### src/rtl/uart_rx_pkg.sv
// Shared helpers for the UART receiver slice.
package uart_rx_pkg;

  // Clock cycles per line bit, using integer division.
  function automatic int bitPeriod(input int clkHz, input int baud);
    return clkHz / baud;
  endfunction

endpackage

### src/rtl/uart_rx.sv
// UART receiver: 2-flop synchronizer, start-edge detect, mid-bit sampling
// FSM, LSB-first shift register and one-cycle valid / framing-error strobes.
module uart_rx
  import uart_rx_pkg::*;
#(
  parameter int DATA_WIDTH  = 8,
  parameter int CLK_FREQ_HZ = 100000000,
  parameter int BAUDRATE    = 115200
) (
  input  logic                  clk,
  input  logic                  rst,
  input  logic                  rxd,
  output logic [DATA_WIDTH-1:0] axiod,
  output logic                  axiov,
  output logic                  frame_err
);

  localparam int P     = bitPeriod(CLK_FREQ_HZ, BAUDRATE);
  localparam int H     = P / 2;
  localparam int CNT_W = $clog2(P);
  localparam int BIT_W = $clog2(DATA_WIDTH + 1);

  localparam logic [CNT_W-1:0] HALF_LAST = CNT_W'(H - 1);
  localparam logic [CNT_W-1:0] FULL_LAST = CNT_W'(P - 1);
  localparam logic [CNT_W-1:0] CNT_ONE   = CNT_W'(1);
  localparam logic [BIT_W-1:0] LAST_BIT  = BIT_W'(DATA_WIDTH - 1);
  localparam logic [BIT_W-1:0] BIT_ONE   = BIT_W'(1);

  // A bit period shorter than four clocks leaves no room for mid-bit sampling.
  if (P < 4) begin : g_periodCheck
    $error("uart_rx: CLK_FREQ_HZ / BAUDRATE must be at least 4");
  end

  typedef enum logic [1:0] {IDLE, START, DATA, STOP} state_t;

  state_t                r_state;
  logic                  r_sync1;
  logic                  r_rxs;
  logic [1:0]            r_warm;
  logic                  r_rxPrev;
  logic [CNT_W-1:0]      r_baudCnt;
  logic [BIT_W-1:0]      r_bitCnt;
  logic [DATA_WIDTH-1:0] r_shift;

  logic                  w_startEdge;
  logic [DATA_WIDTH:0]   w_shiftWide;
  logic [DATA_WIDTH-1:0] w_shiftNext;

  // r_rxPrev only reports high once the synchronizer holds real line data,
  // so a line still low after reset is never mistaken for a start edge.
  assign w_startEdge = r_rxPrev & ~r_rxs;
  assign w_shiftWide = {r_rxs, r_shift} >> 1;
  assign w_shiftNext = w_shiftWide[DATA_WIDTH-1:0];

  // Synchronize the line and track its previous value once the flops are warm.
  always_ff @(posedge clk or negedge rst) begin
    if (!rst) begin
      r_sync1  <= 1'b1;
      r_rxs    <= 1'b1;
      r_warm   <= 2'b00;
      r_rxPrev <= 1'b0;
    end else begin
      r_sync1  <= rxd;
      r_rxs    <= r_sync1;
      r_warm   <= {r_warm[0], 1'b1};
      r_rxPrev <= r_rxs & r_warm[1];
    end
  end

  // Frame FSM with baud/bit counters, shift register and registered strobes.
  always_ff @(posedge clk or negedge rst) begin
    if (!rst) begin
      r_state   <= IDLE;
      r_baudCnt <= '0;
      r_bitCnt  <= '0;
      r_shift   <= '0;
      axiod     <= '0;
      axiov     <= 1'b0;
      frame_err <= 1'b0;
    end else begin
      axiov     <= 1'b0;
      frame_err <= 1'b0;
      case (r_state)
        IDLE: begin
          r_baudCnt <= '0;
          r_bitCnt  <= '0;
          if (w_startEdge) begin
            r_state <= START;
          end
        end
        START: begin
          if (r_baudCnt == HALF_LAST) begin
            r_baudCnt <= '0;
            r_bitCnt  <= '0;
            r_state   <= r_rxs ? IDLE : DATA;
          end else begin
            r_baudCnt <= r_baudCnt + CNT_ONE;
          end
        end
        DATA: begin
          if (r_baudCnt == FULL_LAST) begin
            r_baudCnt <= '0;
            r_shift   <= w_shiftNext;
            if (r_bitCnt == LAST_BIT) begin
              r_state <= STOP;
            end else begin
              r_bitCnt <= r_bitCnt + BIT_ONE;
            end
          end else begin
            r_baudCnt <= r_baudCnt + CNT_ONE;
          end
        end
        STOP: begin
          if (r_baudCnt == FULL_LAST) begin
            r_baudCnt <= '0;
            r_state   <= IDLE;
            if (r_rxs) begin
              axiod <= r_shift;
              axiov <= 1'b1;
            end else begin
              frame_err <= 1'b1;
            end
          end else begin
            r_baudCnt <= r_baudCnt + CNT_ONE;
          end
        end
        default: r_state <= IDLE;
      endcase
    end
  end

endmodule

### config.mk
export PLATFORM = sky130hd
export DESIGN_NAME = uart_rx
export DESIGN_NICKNAME = d
export VERILOG_FILES = /design/src/rtl/uart_rx_pkg.sv /design/src/rtl/uart_rx.sv
export SDC_FILE = /design/constraint.sdc
export NUM_CORES = 1
export LEC_CHECK = 0
export CAP_MARGIN = 15
export CORE_MARGIN = 2
export CORE_UTILIZATION = 55
export CTS_BUF_LIST = sky130_fd_sc_hd__clkbuf_4
export DETAILED_ROUTE_END_ITERATION = 7
export GPL_ROUTABILITY_DRIVEN = 1
export HOLD_SLACK_MARGIN = 0.12
export PLACE_DENSITY = 0.79
export SYNTH_ARGS = -nofsm -noshare
export SYNTH_HDL_FRONTEND = slang
export SYNTH_SLANG_ARGS = --single-unit
### constraint.sdc
create_clock -name clk -period 3 [get_ports clk]
set_input_delay 0.9 -clock clk [delete_from_list [all_inputs] [get_ports clk]]
set_output_delay 0.9 -clock clk [all_outputs]
set_load 0.01 [all_outputs]
Word level (Yosys, flattened, before mapping)
Cells that the tools add are included.
W data, S select, Z words.
{ "totals": {"regBits": 39, "output_inout_bits": 10, "elab_cells": 55} }
{ "op_classes": {"addsub": 2, "n_eq_ne": 12, "muxes": 20, "n_bitwise": 3, "n_reduce_logical": 7} }
{ "ops": {"columns": ["operator", "n"], "rows": [
  ["$pmux W10 S3", 1],
  ["$mux W10", 2],
  ["$mux W2", 6],
  ["$mux W4", 3],
  ["$ne A2 B2 Y1 const B", 6],
  ["$pmux W4 S3", 1],
  ["$add A10 B1 Y10 const B", 1],
  ["$eq A10 B10 Y1 const B", 1],
  ["$eq A10 B9 Y1 const B", 1],
  ["$pmux W2 S4", 1],
  ["$mux W1", 6],
  ["$reduce_and A5 Y1", 1],
  ["$add A4 B1 Y4 const B", 1],
  ["$eq A2 B2 Y1 const B", 2],
  ["$eq A4 B3 Y1 const B", 1],
  ["$reduce_and A4 Y1", 1],
  ["$reduce_and A3 Y1", 1],
  ["$reduce_bool A3 Y1", 1],
  ["$and A1 B1 Y1", 2],
  ["$eq A2 B1 Y1 const B", 1],
  ["$logic_not A2 Y1", 1],
  ["$reduce_and A2 Y1", 1],
  ["$reduce_or A2 Y1", 1],
  ["$not A1 Y1", 1]
]} }

Depth between registers and ports, before layout
Gate-level depths: netlist of the first run.
{ "depth": {"depth_word": 4, "ltp_mapped": 7, "ltp_nobuf": 6} }

Least setup slack after synthesis of the first run
OpenSTA, ideal clock, no wires.
{ "synth_timing": {"path_type": "register to register", "startpoint": "register r_baudCnt[2]", "endpoint": "register r_shift[0]", "setup_time_ns": 0.125, "t_arrival_ns": 1.842, "required_ns": 2.875, "setup_slack_ns": 1.033, "stages_incl_launch_ff": 6, "n_path_buf": 1, "period_less_slack_ns": 1.967, "cell_sequence": "dfrtp_1 or3b_4 nor3_4 and3b_2 buf_6 mux2_2"} }
{ "synth_between": {"elab_chain_cells": 2} }
{ "synth_lines": {"columns": ["element", "line_no", "source"], "rows": [
  ["start, declared", "uart_rx.sv:41", "logic [CNT_W-1:0] r_baudCnt;"],
  ["start signal, assigned", "uart_rx.sv:97", "r_baudCnt <= r_baudCnt + CNT_ONE;"],
  ["start signal, assigned", "uart_rx.sv:110", "r_baudCnt <= r_baudCnt + CNT_ONE;"],
  ["start signal, assigned", "uart_rx.sv:124", "r_baudCnt <= r_baudCnt + CNT_ONE;"],
  ["$eq A10 B10 Y1", "uart_rx.sv:101", "if (r_baudCnt == FULL_LAST) begin"],
  ["$reduce_and A2 Y1 (no line)", null, null],
  ["end signal, assigned", "uart_rx.sv:103", "r_shift <= w_shiftNext;"],
  ["end, declared", "uart_rx.sv:43", "logic [DATA_WIDTH-1:0] r_shift;"]
]} }
Every way passes these cells.
A chain may end at the register's enable or synchronous reset.

Worst setup path after layout of the first run
{ "layout_timing": {"startpoint": "register r_baudCnt[2]", "endpoint": "register r_shift[7]"} }
Same word-level chain as after synthesis.

==> results.json, run 1 <==
{
  "status": "complete, no violations",
  "antenna_found_initial": 0,
  "finalHoldViolCount": 0,
  "cts-hold-fix-buffers": 0,
  "vias": 1090,
  "placed_area_um2": 1828,
  "yosys.area.top_type": "dfrtp_1",
  "num-fill-cells": 224,
  "hpwl_um": 1951,
  "power_density_nw_per_um2": 551.2,
  "clockRootBuffer": "clkbuf_4",
  "clkSinkCount": 39,
  "gp_congestion": 0.8003,
  "relSlewSlack_pct": 43.99,
  "wl_um": 2779,
  "final_common_cell": "dfrtp_1",
  "cp-endpoint": "r_shift[7]$_DFFE_PN0P_",
  "port_buffers": 12,
  "grt_pass1_wl_um": 4816,
  "ys_ff_latch": 39,
  "synthAdderAreaFrac_pct": 2.211,
  "drv_cap": 0,
  "synth_top_family_by_area": "simple AND/OR/NAND/NOR gates",
  "yosys-mux-area-fraction_pct": 11.27,
  "cp.required_ps": 3240,
  "synth_top_cell_area_share_pct": 54.53,
  "endpoint_kind": "register",
  "initialDrtViolationCount": 63,
  "cts-htree-levels": 2,
  "yosysUniqueCellTypes": 37,
  "hp-class": "register to register",
  "grt_util_met3_pct": 6.769,
  "clock_path_buffers": 2,
  "cts_resized": 0,
  "ys_warn_count": 0,
  "die_h_um": 59.56,
  "viasPerCell": 5.924,
  "syn_nets": 141,
  "min_from": "r_warm[0]$_DFF_PN0_",
  "fp.coreArea_um2": 3003,
  "dr.pass1.iters": 4,
  "comb_power_share_pct": 12.5,
  "p_seq_share_pct": 60.7,
  "synth_cells": 135,
  "critPathKind": "register to register",
  "antennaDiodeCount": 0,
  "rsz0062_at_grt": "false",
  "reg2regPathDepth": 4,
  "critPathLaunchType": "register",
  "cts.clk_slew.worst_paths_ps": 130,
  "multi_input_area_um2": 681.9,
  "syn_area_um2": 1698,
  "peakVddDrop_mv": 0.3927,
  "cp.arrival_ps": 2410,
  "fmax_mhz": 461.1,
  "grt_use_met2_pct": 28.89,
  "startpoint": "r_baudCnt[2]$_DFF_PN0_",
  "period_needed_ps": 2169,
  "final.period_utilization_pct": 72.30,
  "crit_fanout": 11,
  "finalSetupViolations": 0,
  "die_w_um": 59.56,
  "swShare_pct": 29.99,
  "async_reset_ff_share_pct": 100.0,
  "syn2layout_area_growth_pct": 11.27,
  "clock_latency_ps": 350,
  "power_frac_clock_pct": 26.9,
  "cts_tree": "yes",
  "drc": 0,
  "grt_use_met1_pct": 24.45,
  "grt_pass1_vias": 1098,
  "grt_overflow_total": 0,
  "p_int_w": 0.0007291,
  "yosys.area_share.xor_xnor_pct": 4.127,
  "dieArea_um2": 3547,
  "cts_setup_buffers": 0,
  "worstMarginPinSlew_ps": 840.1,
  "nNetsFinal": 156,
  "synth_simple_gate_area_share_pct": 16.06,
  "r2r_setup_slack_ps": 830,
  "syn_avg_cell_area_um2": 12.58,
  "io_pins": 13,
  "layout_common_cells": "37 x dfrtp_1, 17 x mux2_2, 14 x nor2_1",
  "row_count": 20,
  "final_max_slew_viol_count": 0,
  "routedWlPerCell_um": 15.10,
  "power.switching_w": 0.0003123,
  "p_leak_nw": 0.8760,
  "synth_area_leaders": "dfrtp_1 55%, mux2_2 11%, dfstp_2 3.1%",
  "final_cell_area_um2": 1889,
  "busiest_layer": "met2",
  "synth-edff-count": 0,
  "timing.rr.start": "r_baudCnt[2]$_DFF_PN0_",
  "r2r_end": "r_shift[7]$_DFFE_PN0P_",
  "grt_max_degree": 40,
  "grt.total_usage_pct": 18.75,
  "fin_skew_ps": 14.31,
  "layout.area.seq_um2": 978.4,
  "tns_ps": 0,
  "drive_gt1_share_pct": 24.50,
  "ys_seq_area_share_pct": 57.63,
  "synth_compound_area_share_pct": 6.264,
  "ys_dominant_reg_cell": "dfrtp_1",
  "start_util_pct": 56.54,
  "cts_made_buffers": 5,
  "antenna_left": 0
}
## worst min-delay path by stage
stage,end,slack (ps),depth (start not counted)
after CTS,r_warm[1]$_DFF_PN0_,370,0
after global placement,r_warm[1]$_DFF_PN0_,340,0
final,r_warm[1]$_DFF_PN0_,370,0
after detailed placement,r_warm[1]$_DFF_PN0_,350,0
after floorplan,r_warm[1]$_DFF_PN0_,330,0
after global routing,r_warm[1]$_DFF_PN0_,390,0
## registers in the layout, summed over array words and instances, names as in the netlist, named ones only
signal	flops
axiod	8
axiov	1
frame_err	1
r_baudCnt	10
r_bitCnt	4
r_rxPrev	1
r_rxs	1
r_shift	8
r_state	1
r_sync1	1
r_warm	2
## through the flow
stage / setup slack [ps] / cells / util (%) / hold slack [ps] / power, W
final: 831.1 / 184 / 62.92 / 372.3 / 0.001041
after global routing: 745.1 / 184 / 62.92 / 388.4 / 0.001097
after detailed placement: 867.3 / 176 / 60.88 / 347.0 / 0.0007722
after global placement: 938.3 / 176 / 60.88 / 335.7 / 0.0007566
after CTS: 817.0 / 184 / 62.92 / 374.6 / 0.001048
after floorplan: 1033 / 135 / - / 331.2 / 0.0007250
## cell usage after synthesis (3+ instances only)
| library cell | instances |
|---|---|
| inv_1 | 3 |
| dfrtp_1 | 37 |
| xor2_1 | 4 |
| mux2_2 | 17 |
| buf_2 | 3 |
| nand3_1 | 3 |
| nand2_1 | 7 |
| ha_1 | 3 |
| xnor2_1 | 4 |
| nor2_1 | 14 |
## per-layer routing
metal / wire, um / part of all wire [%]
met1: 1293 / 47
met2: 1339 / 48
met3: 94 / 3.4
met4: 51 / 1.8
met5: 0 / 0
## critical path, stage by stage (launching register included)
cell and delay [ps]:
dfrtp_1 460, or3b_4 450, nor3_4 370, and3b_2 410, mux2_2 370
## power by group through the flow
stage                     combinational, W  sequential, W  clock (W)
after detailed placement          0.000131       0.000641          0
after CTS                         0.000132       0.000631   0.000285
final                             0.000130       0.000632   0.000280
after floorplan                  0.0000994       0.000626          0
after global routing              0.000152       0.000641   0.000305
after global placement            0.000122       0.000635          0
## final cells by class
class | instances | area share, %
clock buffers | 5 | 1.987
flip-flops and latches | 39 | 51.79
clock inverters | 3 | 1.258
multi-input cells | 89 | 36.09
inverters | 3 | 0.5960
well taps | 33 | 2.185
repair buffers | 12 | 6.093
## logic make-up after synthesis
kind of cell | Yosys count
and+or+nand+nor | 46
other | 1
DFF | 39
buffers and inverters | 7
xor gates and xnor gates | 8
AOI/OAI and AO/OA | 14
adders and majority gates | 3
muxes | 17
(Power assumes the default switching activity.)
==> inputs of run 2 (changes only) <==
--- a/config.mk
+++ b/config.mk
@@ -7,12 +7,12 @@
 export LEC_CHECK = 0
 export CAP_MARGIN = 15
 export CORE_MARGIN = 2
-export CORE_UTILIZATION = 55
+export CORE_UTILIZATION = 54
 export CTS_BUF_LIST = sky130_fd_sc_hd__clkbuf_4
 export DETAILED_ROUTE_END_ITERATION = 7
 export GPL_ROUTABILITY_DRIVEN = 1
 export HOLD_SLACK_MARGIN = 0.12
-export PLACE_DENSITY = 0.79
+export PLACE_DENSITY = 0.81
 export SYNTH_ARGS = -nofsm -noshare
 export SYNTH_HDL_FRONTEND = slang
 export SYNTH_SLANG_ARGS = --single-unit
==> constraint.sdc (replaced) <==
create_clock -name clk -period 1.8 [get_ports clk]
set_input_delay 0.54 -clock clk [delete_from_list [all_inputs] [get_ports clk]]
set_output_delay 0.54 -clock clk [all_outputs]
set_load 0.01 [all_outputs]
==> results.json, run 2 (synthesis gave the netlist of run 1 again) <==
{
  "status": "complete, but fails checks",
  "failed_checks": "negative setup slack",
  "die_w_um": 60.08,
  "fin_skew_ps": 11.76,
  "grt_overflow_total": 0,
  "endpoint_kind": "register",
  "rsz0062_at_grt": "true",
  "fin_util_pct": 70.50,
  "io_pins": 13,
  "port_buffers": 12,
  "antennaDiodeCount": 0,
  "cp.arrival_ps": 2060,
  "top_regs": "r_baudCnt x10, axiod x8, r_shift x8",
  "vias": 1138,
  "final_max_slew_viol_count": 0,
  "gp_congestion": 0.8486,
  "final_common_cell": "dfrtp_1",
  "antenna_left": 0,
  "cts_tree": "yes",
  "regMostFlops": "r_baudCnt",
  "dr.pass1.iters": 4,
  "stdcell_count": 215,
  "grt_max_degree": 22,
  "crit_family": "simple AND/OR/NAND/NOR gates",
  "hpwl_um": 2238,
  "fp.coreArea_um2": 3028,
  "largest_reg_flops": 10,
  "crit_buf_inv": 1,
  "finalSetupViolations": 4,
  "antenna_found_initial": 0,
  "tns_ps": -18.01,
  "syn2layout_area_growth_pct": 25.72,
  "p_leak_nw": 1.126,
  "hp-class": "register to register",
  "peakVddDrop_mv": 0.6139,
  "cts.clk_slew.worst_paths_ps": 130,
  "drive_gt1_share_pct": 34.50,
  "cts_made_buffers": 5,
  "setup_slack_ps": -9.777,
  "dp_cells": 201,
  "crit_fanout": 4,
  "cp_slowest_cell": "or3b_4",
  "num-fill-cells": 201,
  "critPathLaunchType": "register",
  "period_needed_ps": 1810,
  "grt_pass1_wl_um": 5382,
  "grt.total_usage_pct": 20.98,
  "wl_um": 3213,
  "row_count": 20,
  "fmax_mhz": 552.6,
  "clockRootBuffer": "clkbuf_4",
  "critPathKind": "register to register",
  "final.period_utilization_pct": 100.5,
  "cts-htree-levels": 2,
  "nNetsFinal": 176,
  "start_util_pct": 56.07,
  "timing.hold.ws_ps": 362.1,
  "clock_path_buffers": 2,
  "clock_latency_ps": 350,
  "cp.required_ps": 2050,
  "viasPerCell": 5.293,
  "clkSinkCount": 39,
  "crit_chain": "or3b_4 > nor3_4 > and3b_2 > buf_4 > mux2_4",
  "dieArea_um2": 3609,
  "power_density_nw_per_um2": 867.3,
  "die_h_um": 60.08,
  "grt_pass1_vias": 1165,
  "layout_common_cells": "37 x dfrtp_1, 17 x buf_4, 14 x nor2_1",
  "drc": 0,
  "dpl_worst_slack_ps": -68.41,
  "finalHoldViolCount": 0,
  "slowest_delay_ps": 420,
  "routedWlPerCell_um": 14.94,
  "drv_cap": 0,
  "initialDrtViolationCount": 63
}
-- run 2: cell types whose count changed in the layout (fill, tap and decap cells not counted), moves of 4 or more --
cell	change
buf_4	+17
clkdlybuf4s50_1	-10
mux2_2	-7
mux2_4	+7
dlymetal6s2s_1	+6
dlygate4sd2_1	+4
-- run 2: final timing paths --
| kind | start | to | slack (ps) | cells past startpoint |
|---|---|---|---|---|
| setup / recovery | r_baudCnt[3]$_DFF_PN0_ | r_shift[4]$_DFFE_PN0P_ | -10 | 5 |
| hold / removal | r_sync1$_DFF_PN1_ | r_rxs$_DFF_PN1_ | 360 | 0 |
| setup reg to reg | r_baudCnt[3]$_DFF_PN0_ | r_shift[4]$_DFFE_PN0P_ | -10 | 5 |
| hold reg to reg | r_sync1$_DFF_PN1_ | r_rxs$_DFF_PN1_ | 360 | 0 |
| max in group asynchronous | rst | r_shift[1]$_DFFE_PN0P_ | 670 | 3 |
| min in group asynchronous | rst | r_shift[7]$_DFFE_PN0P_ | 660 | 2 |
-- run 2: layout make-up --
class                           instances  area, um^2  area share (%)
Clock buffer                            5       37.54           1.758
Multi-Input combinational cell         89       734.5           34.41
Timing Repair Buffer                   32       294.0           13.77
Clock inverter                          3       23.77           1.114
Sequential cell                        39       978.4           45.84
Inverter                                3       11.26          0.5275
Tap cell                               44       55.05           2.579
-- run 2: per-layer routing --
metal	wire [um]	part of all wire, %	track usage (%)	up-vias
met3	121	3.8	5.411	9
met1	1397	43	27.54	559
met5	0	0	0	-
li1	-	-	-	546
met2	1626	51	32.14	24
met4	67	2.1	10.79	0
-- run 2: report_power, final --
group	switching (W)	internal, W	total, W	leakage, nW
combinational	0.000180	0.000204	0.000384	0.583
sequential	0.0000527	0.000957	0.00101	0.516
clock	0.000301	0.000156	0.000457	0.0278
total	0.000534	0.00132	0.00185	1.13
-- run 2: metrics by stage --
stage,power (W),instance area (um^2)
finish,0.001851,2135
global route,0.001961,2135
CTS,0.001830,2086
detailed placement,0.001372,1986
global placement,0.001355,1986
floorplan,0.001208,1724
-- run 2: timing repair --
item	4_1_cts	5_1_grt
gates resized for setup	6	9
hold buffers	1	0
hold endpoints to repair	3	0
buffers inserted	3	2
setup endpoints to repair	20	33
==> inputs of run 3 (changes only) <==
--- a/config.mk
+++ b/config.mk
@@ -5,14 +5,13 @@
 export SDC_FILE = /design/constraint.sdc
 export NUM_CORES = 1
 export LEC_CHECK = 0
-export CAP_MARGIN = 15
 export CORE_MARGIN = 2
-export CORE_UTILIZATION = 54
+export CORE_UTILIZATION = 35
 export CTS_BUF_LIST = sky130_fd_sc_hd__clkbuf_4
 export DETAILED_ROUTE_END_ITERATION = 7
 export GPL_ROUTABILITY_DRIVEN = 1
 export HOLD_SLACK_MARGIN = 0.12
-export PLACE_DENSITY = 0.81
+export PLACE_DENSITY = 0.57
 export SYNTH_ARGS = -nofsm -noshare
 export SYNTH_HDL_FRONTEND = slang
 export SYNTH_SLANG_ARGS = --single-unit
==> results.json, run 3 (synthesis gave the netlist of run 1 again) <==
{
  "drc": 0,
  "cts-htree-levels": 2,
  "wl_um": 3001,
  "drv_cap": 0,
  "largest_reg_flops": 10,
  "antenna_left": 0,
  "clock_path_buffers": 2,
  "grt_max_degree": 40,
  "status": "complete, no violations",
  "nNetsFinal": 171,
  "power_density_nw_per_um2": 933.3,
  "start_util_pct": 36.19,
  "viasPerCell": 5.036,
  "finalHoldViolCount": 0,
  "grt_pass1_vias": 1157,
  "cp.arrival_ps": 2020,
  "cts.clk_slew.worst_paths_ps": 130,
  "grt_overflow_total": 0,
  "layout_common_cells": "37 x dfrtp_1, 14 x nor2_1, 14 x buf_4",
  "final_max_slew_viol_count": 0,
  "io_pins": 13,
  "die_h_um": 73.65,
  "cp.required_ps": 2040,
  "critPathLaunchType": "register",
  "final.period_utilization_pct": 98.80,
  "reg2regPathDepth": 5,
  "grt.total_usage_pct": 12.88,
  "fin_skew_ps": 14.10,
  "cts_made_buffers": 5,
  "final_common_cell": "dfrtp_1",
  "routedWlPerCell_um": 13.64,
  "cts-hold-fix-buffers": 0,
  "vias": 1108,
  "top_regs": "r_baudCnt x10, axiod x8, r_shift x8",
  "dieArea_um2": 5424,
  "clockRootBuffer": "clkbuf_4",
  "period_needed_ps": 1778,
  "port_buffers": 12,
  "initialDrtViolationCount": 47,
  "gp_congestion": 0.8386,
  "antennaDiodeCount": 0,
  "antenna_found_initial": 0,
  "clkSinkCount": 39,
  "fmax_mhz": 562.3,
  "peakVddDrop_mv": 0.6475,
  "cts_tree": "yes",
  "dr.pass1.iters": 4,
  "grt_pass1_wl_um": 5285,
  "syn2layout_area_growth_pct": 23.51,
  "finalSetupViolations": 0,
  "regMostFlops": "r_baudCnt",
  "crit_fanout": 7,
  "finalPower_w": 0.001957,
  "critPathKind": "register to register",
  "clock_latency_ps": 350,
  "hp-class": "input port to async pin",
  "p_leak_nw": 1.067,
  "drive_gt1_share_pct": 32.53,
  "hpwl_um": 2122,
  "die_w_um": 73.65,
  "fp.coreArea_um2": 4692,
  "tns_ps": 0,
  "row_count": 25,
  "endpoint_kind": "register",
  "fin_util_pct": 44.69,
  "rsz0062_at_grt": "true"
}
==> run 3: cell type report <==
cell class	count	area [um^2]
multi-input combinational	89	723.2
timing repair buffer	27	235.2
fill	451	2595
inverter	3	11.26
clock inverter	3	43.79
tap	54	67.56
sequential	39	978.4
clock buffer	5	37.54
==> run 3: what timing repair did <==
item	in CTS	in global routing
endpoints found under the setup margin	8	17
endpoints found under the hold margin	0	0
resized for setup	8	4
setup buffers	0	2
==> run 3: power by group <==
part / switching (W) / internal [W] / leakage [nW]
clock: 0.000301 / 0.000292 / 0.0452
combinational: 0.000162 / 0.000184 / 0.506
sequential: 0.0000615 / 0.000957 / 0.516
==> run 3: worst max-delay path: stages (launching register included) <==
cell	delay, ps
dfrtp_1	400
or3b_4	420
nor3_4	170
and3b_2	260
buf_12	140
mux2_4	290
==> run 3: metrics by stage <==
stage                     cell area [um^2]  std cells  hold slack, ps  setup WS [ps]
after floorplan                       1724        135           244.4         -72.36
after global routing                  2097        220           220.7         -45.47
after global placement                1991        210           344.8          45.23
after CTS                             2062        218           210.3          1.160
final                                 2097        220           217.2          21.54
after detailed placement              1991        210           345.8          10.13
==> run 3: per-layer routing <==
metal | share of wire (%) | vias up | GRT usage, %
met4 | 1.9 | 0 | 5.455
li1 | - | 534 | -
met3 | 2.7 | 7 | 3.841
met1 | 48 | 555 | 17.68
met2 | 47 | 12 | 18.95
met5 | 0 | - | 0
==> run 3: final timing paths <==
path | startpoint | to | slack [ps]
setup / recovery | r_baudCnt[3]$_DFF_PN0_ | r_shift[3]$_DFFE_PN0P_ | 20
hold / removal | rst | r_shift[7]$_DFFE_PN0P_ | 220
setup reg to reg | r_baudCnt[3]$_DFF_PN0_ | r_shift[3]$_DFFE_PN0P_ | 20
hold reg to reg | r_sync1$_DFF_PN1_ | r_rxs$_DFF_PN1_ | 370
max in group asynchronous | rst | r_sync1$_DFF_PN1_ | 1230
min in group clk | r_sync1$_DFF_PN1_ | r_rxs$_DFF_PN1_ | 370
